[config.mk]
export PLATFORM = sky130hd
export DESIGN_NAME = elastic_stage_reg
export DESIGN_NICKNAME = d
export VERILOG_FILES = /design/src/rtl/elastic_stage_reg.sv
export SDC_FILE = /design/constraint.sdc
export NUM_CORES = 1
export LEC_CHECK = 0
export ABC_AREA = 0
export CELL_PAD_IN_SITES_DETAIL_PLACEMENT = 1
export CELL_PAD_IN_SITES_GLOBAL_PLACEMENT = 1
export CORE_ASPECT_RATIO = 1.5
export CORE_MARGIN = 3
export CORE_UTILIZATION = 29
export DETAILED_ROUTE_END_ITERATION = 8
export PLACE_DENSITY = 0.66
export SYNTH_ARGS = -nofsm -noshare
export SYNTH_HDL_FRONTEND = slang
export SYNTH_SLANG_ARGS = --single-unit
export TNS_END_PERCENT = 20
[constraint.sdc]
create_clock -name clk -period 2.9 [get_ports clk]
set_input_delay 0.58 -clock clk [delete_from_list [all_inputs] [get_ports clk]]
set_output_delay 0.58 -clock clk [all_outputs]
set_load 0.01 [all_outputs]
[src/rtl/elastic_stage_reg.sv]
// Elastic valid/ready stage register: 1-cycle latency; full throughput; freeze holds, flush empties.
// SKID=1 gives a 2-entry skid buffer so in_ready is registered; SKID=0 gives a 1-entry stage with combinational in_ready.
module elastic_stage_reg #(
  parameter int DATA_W = 102,
  parameter bit SKID   = 1'b1
) (
  input  logic              clk,
  input  logic              rst,
  input  logic              flush,
  input  logic              freeze,
  input  logic              in_valid,
  output logic              in_ready,
  input  logic [DATA_W-1:0] in_data,
  output logic              out_valid,
  input  logic              out_ready,
  output logic [DATA_W-1:0] out_data,
  output logic [1:0]        occupancy
);

  logic              m_valid_q, m_valid_d;
  logic              s_valid_q, s_valid_d;
  logic [DATA_W-1:0] m_data_q,  m_data_d;
  logic [DATA_W-1:0] s_data_q,  s_data_d;
  logic              accept;
  logic              send;

  always_comb begin
    if (SKID) begin
      in_ready = ~s_valid_q & ~freeze & ~flush;
    end else begin
      in_ready = (~m_valid_q | out_ready) & ~freeze & ~flush;
    end
    out_valid = m_valid_q & ~freeze;
    out_data  = m_data_q;
    occupancy = {1'b0, m_valid_q} + {1'b0, s_valid_q};
    accept    = in_valid & in_ready;
    send      = out_valid & out_ready;
  end

  always_comb begin
    m_valid_d = m_valid_q;
    s_valid_d = s_valid_q;
    m_data_d  = m_data_q;
    s_data_d  = s_data_q;
    if (flush) begin
      m_valid_d = 1'b0;
      s_valid_d = 1'b0;
      m_data_d  = '0;
      s_data_d  = '0;
    end else if (!freeze) begin
      if (!m_valid_q) begin
        if (accept) begin
          m_valid_d = 1'b1;
          m_data_d  = in_data;
        end
      end else if (send) begin
        // S always drains into M first to keep strict FIFO order
        if (s_valid_q) begin
          m_data_d = s_data_q;
          if (accept) begin
            s_data_d = in_data;
          end else begin
            s_valid_d = 1'b0;
          end
        end else if (accept) begin
          m_data_d = in_data;
        end else begin
          m_valid_d = 1'b0;
        end
      end else if (accept) begin
        s_valid_d = 1'b1;
        s_data_d  = in_data;
      end
    end
    if (!SKID) begin
      s_valid_d = 1'b0;
      s_data_d  = '0;
    end
  end

  always_ff @(posedge clk or negedge rst) begin
    if (!rst) begin
      m_valid_q <= 1'b0;
      s_valid_q <= 1'b0;
      m_data_q  <= '0;
      s_data_q  <= '0;
    end else begin
      m_valid_q <= m_valid_d;
      s_valid_q <= s_valid_d;
      m_data_q  <= m_data_d;
      s_data_q  <= s_data_d;
    end
  end

endmodule

# Yosys cells after proc, flatten, opt, wreduce, memory -nomap -nowiden
# Index checks and enable logic that the tools add are counted.
# classes
n_addsub	1
eq_ne	3
mux	24
n_bitwise	8
n_reduce_logical	5
# op_table
operator	count
102-bit 2-to-1 mux	12
1-bit 2-to-1 mux	12
3-bit AND reduction	2
1-bit bitwise AND	5
3-bit by 2-bit != test with 1-bit output (second input constant)	1
3-bit != test (second input constant)	1
1-bit inverter	3
3-bit nonzero test	1
1-bit by 1-bit adder with 2-bit output	1
2-bit != test (second input constant)	1
2-bit AND reduction	1
2-bit nonzero test	1
# word_totals
reg_bits	206
output_inout_bits	106

# Depth between registers and ports, before layout
# logic_depth
depth_word	10
ltp_mapped	8

# Worst setup path before layout
# No wires, ideal clock.
# synth_timing
kind	input to register
from	input flush
to	register m_data_q[0] (netlist: out_data[0])
arrival_time_ns	1.694
required_time_ns	2.767
path_slack_ns	1.074
path_stages	7
path_cell_list	buf_6 > nor3_2 > nand2_1 > buf_2 > buf_1 > o2111ai_1 > o211ai_2
# synth_via
elab_chain_len	9
word_cells_on_any_way	12
classes_between	2 x eq/ne; 6 x mux; 3 x bitwise; 1 x reduce/logical
# synth_lines
element	line_no	rtl
start, declared	9	input logic flush,
1-bit inverter *	--	
1-bit bitwise AND *	29	in_ready = ~s_valid_q & ~freeze & ~flush;
net in_ready	12	output logic in_ready,
1-bit bitwise AND *	36	accept = in_valid & in_ready;
102-bit 2-to-1 mux *	--	
102-bit 2-to-1 mux (2 in a row)	--	
102-bit 2-to-1 mux * (2 in a row)	--	
102-bit 2-to-1 mux *	45	if (flush) begin
end signal, assigned	90	m_data_q <= m_data_d;
end, declared	22	logic [DATA_W-1:0] m_data_q, m_data_d;
# The timed path passes the listed nets; every way through them passes the cells marked *. The select of a mux whose other input is x is not followed.
# A chain may end at the register's enable or synchronous reset.

# Worst setup path in the final report
# layout_timing
from	input freeze
to	output out_valid
# layout_via
elab_chain_len	2
# layout_lines
element	line_no	rtl
start, declared	10	input logic freeze,
1-bit inverter	33	out_valid = m_valid_q & ~freeze;
1-bit bitwise AND	33	
end, declared	14	output logic out_valid,
# No other way between the ends.

==> implementation parameters <==
Parameter                              Value

Route
  Routed Antenna Nets ... 0
  Routed WL ... 37.5 mm
  Vias per std cell ... 5.45
  Detailed-routing iteration count for the pre-antenna-repair pass ... 4
  Detail-routed net length per standard cell ... 20.6 um
  Vias ... 9922
  Detailed-route DRC error count ... 0
  DRC violation total after the first TritonRoute iteration ... 465

Setup path
  Data required time at the worst endpoint ... 2320 ps
  Buffers & Inverters on Critical Path ... 2
  Data arrival, critical path ... 2020 ps
  Crit Path Class ... primary input to output port
  Most frequent cell on the critical path ... clkdlybuf4s50_1
  Worst-path cell with the longest stage delay ... clkdlybuf4s50_1
  Kind of launch point of the worst setup path ... primary input
  Critical Path Max Stage Delay ... 580 ps
  Crit-path max FO ... 5
  Cell count along the critical path ... 3
  Worst path top cell family by delay ... buffers and inverters
  Depth of the worst register-to-register path ... 6
  Sort of element at the end of the critical path ... output port
  Series of cell instances along the critical path ... clkdlybuf4s50_1 > nor2b_1 > clkdlybuf4s50_1

Logic synthesis
  Yosys Warn Count ... 0
  Cells taking the most area after synthesis ... dfrtp_1 (46%), o2111ai_1 (8.0%), o211ai_2 (7.8%)
  Number of storage elements in the synthesis netlist ... 206
  Proportion of synthesized chip area in sequential cells ... 46.4%
  Proportion of netlist area held by the largest area contributor ... 46.4%
  Library cell with the largest summed area after synthesis ... dfrtp_1
  Mean instance size in the synthesized netlist ... 9.54 um2
  Post-synthesis instance area ... 11100 um2
  Netlist cell types ... 29
  Synthesized net count ... 1274
  Synth Instances ... 1165

Floorplanning
  # rows ... 87
  Number of top-level pins ... 214
  Core outline area ... 37800 um2
  Initial core utilization ... 29.4%
  Chip width ... 166 um
  Die area ... 40800 um2
  Die outline height ... 246 um

Global route
  Via count of the first global-routing pass ... 10700
  Global routing usage summed across all routing layers ... 18.0%
  Pin count of the biggest net entering global routing ... 104
  Global-route wire length before repair ... 60.5 mm
  Residual overflow from global routing ... 0
  Initial antenna violation count ... 1

Clock network
  Deepest clock path buffer count ... 3
  Root Buffer Master ... clkbuf_16
  Clk Latency, worst-skew pair ... 520 ps
  Setup Fix Bufs, Post-CTS ... 0
  CTS H-Tree Depth ... 1
  Quantity of hold-fixing buffers added after cts ... 0
  Num CTS Buffers ... 24
  Clock tree from TritonCTS ... yes
  Register clock-pin slew on the reported worst setup and hold paths ... 50 ps
  Post_cts resized ... 0
  Sink count of the clock tree ... 206

Finish
  Total Nets Final ... 1426
  Multi-input gate area in the final layout ... 5340 um2
  Layout cell share with drive strength beyond 1 ... 15.7%
  Post-synthesis to final-layout area growth ... 31.0%
  Storage cell area ... 5150 um2
  Number of antenna cells inserted ... 0
  Fill cells ... 4184
  Post-route standard cell area excluding fillers ... 14600 um2

STA
  Top achievable clock speed ... 385 MHz
  Setup violation total in the final timing report ... 0
  Sum Neg Setup Slack ... 0 ps
  Hold violation total from the final report ... 0
  RSZ-0062 raised after global routing ... no
  Part of the cycle the worst path needs ... 89.6%
  Slew at the pin with the worst max-slew slack ... 571 ps
  Max-slew violation count ... 0
  Tightest slew margin relative to the limit ... 61.9%
  Max Clock Skew ... 9.53 ps
  Setup slack of the critical path after layout ... 301 ps
  Post-route minimum period ... 2600 ps
  Worst hold slack after final layout ... 47.2 ps

Placement
  Area of placed instances ... 13800 um2
  Pre-CTS WS ... 310 ps
  Port-buffer cells ... 213
  GP Congestion ... 0.724
  Half-perimeter wire length of the detailed placement result ... 23.0 mm

Power and ir drop
  Pwr/cell area ... 482 nW/um2
  Leakage power ... 0.00563 uW
  PnR Total Power ... 7010 uW
  Worst supply voltage drop on vdd ... 329 uV

Status
  Status ... finished, final reports clean

Job
  Number of maximum-capacitance violations ... 0

Min path
  Worst hold-check path type ... primary input to asynchronous set/reset pin
-- final cells by class --
cell class	instances	share of cell area, %
multi-input combinational	833	36.7
sequential	206	35.4
timing repair buffer	249	18.5
clock buffer	38	5.11
tap	489	4.20
inverter	3	0.0773
clock inverter	1	0.0516
-- routing by layer --
metal | track usage (%) | wire length, um | up-vias
met5 | 0 | 10 | -
met4 | 6.32 | 1190 | 2
met3 | 2.59 | 1390 | 61
met2 | 31.7 | 18600 | 222
met1 | 22.5 | 16200 | 5080
li1 | - | - | 4557
-- cell usage after synthesis --
cell       number
buf_6           8
nor2_1          2
nand2_1       207
a31oi_1         1
and2_1          2
nor2b_1         1
a41oi_2         1
o2111ai_1     101
ha_1            1
clkbuf_1       58
a21oi_1        44
a211oi_1        1
o21ai_0       146
o22ai_2         1
buf_2          38
nand3b_1        1
buf_4           3
a21oi_2        60
nand2b_1      103
a22oi_1         1
inv_1           3
o211ai_1       32
buf_1           9
buf_8           7
nor3b_2         1
o211ai_2       69
dfrtp_1       206
o21ai_1        57
nor3_2          1
-- kinds of logic after synthesis --
group | synth area share [%]
fa+ha+maj | 0.113
compound gates | 34.2
simple gates | 13.3
flops | 46.4
buf+inv | 6.03
-- sequential cells by signal, summed over array words and instances (netlist names) --
name       flops
m_valid_q      1
s_data_q     102
out_data     102
s_valid_q      1
-- through the flow --
| step | std cells | util, % |
|---|---|---|
| finish | 1819 | 38.5 |
| global route | 1819 | 38.5 |
| CTS | 1819 | 38.5 |
| detailed placement | 1780 | 36.6 |
| global placement | 1780 | 36.6 |
| floorplan | 1165 | - |
-- final timing paths --
kind / endpoint / slack [ps] / start
max reg2reg: out_data[97] / 860 / m_valid_q
max in group asynchronous: s_data_q[42] / 2110 / rst
min reg2reg: s_data_q[100] / 490 / s_data_q[100]
max: out_valid / 300 / freeze
min in group clk: s_valid_q / 420 / flush
min: out_data[36] / 50 / rst
-- power breakdown --
| group | leakage, uW | switching [uW] | internal [uW] |
|---|---|---|---|
| Sequential | 0.00277 | 124 | 3020 |
| Clock | 0.000366 | 1230 | 1740 |
| Combinational | 0.00250 | 508 | 390 |
-- cell usage in the layout, fill, tap and decap left out, types with 14 or more instances in the layout --
master           instances
o211ai_1                32
nand2_1                205
nand2b_1               103
clkdlybuf4s50_1        211
dfrtp_1                206
o21ai_1                 57
o21ai_0                146
clkbuf_16               25
o2111ai_1              101
a21oi_1                 43
o211ai_2                69
a21oi_2                 60
buf_4                   14
buf_12                  23
(Power assumes the default switching activity.)
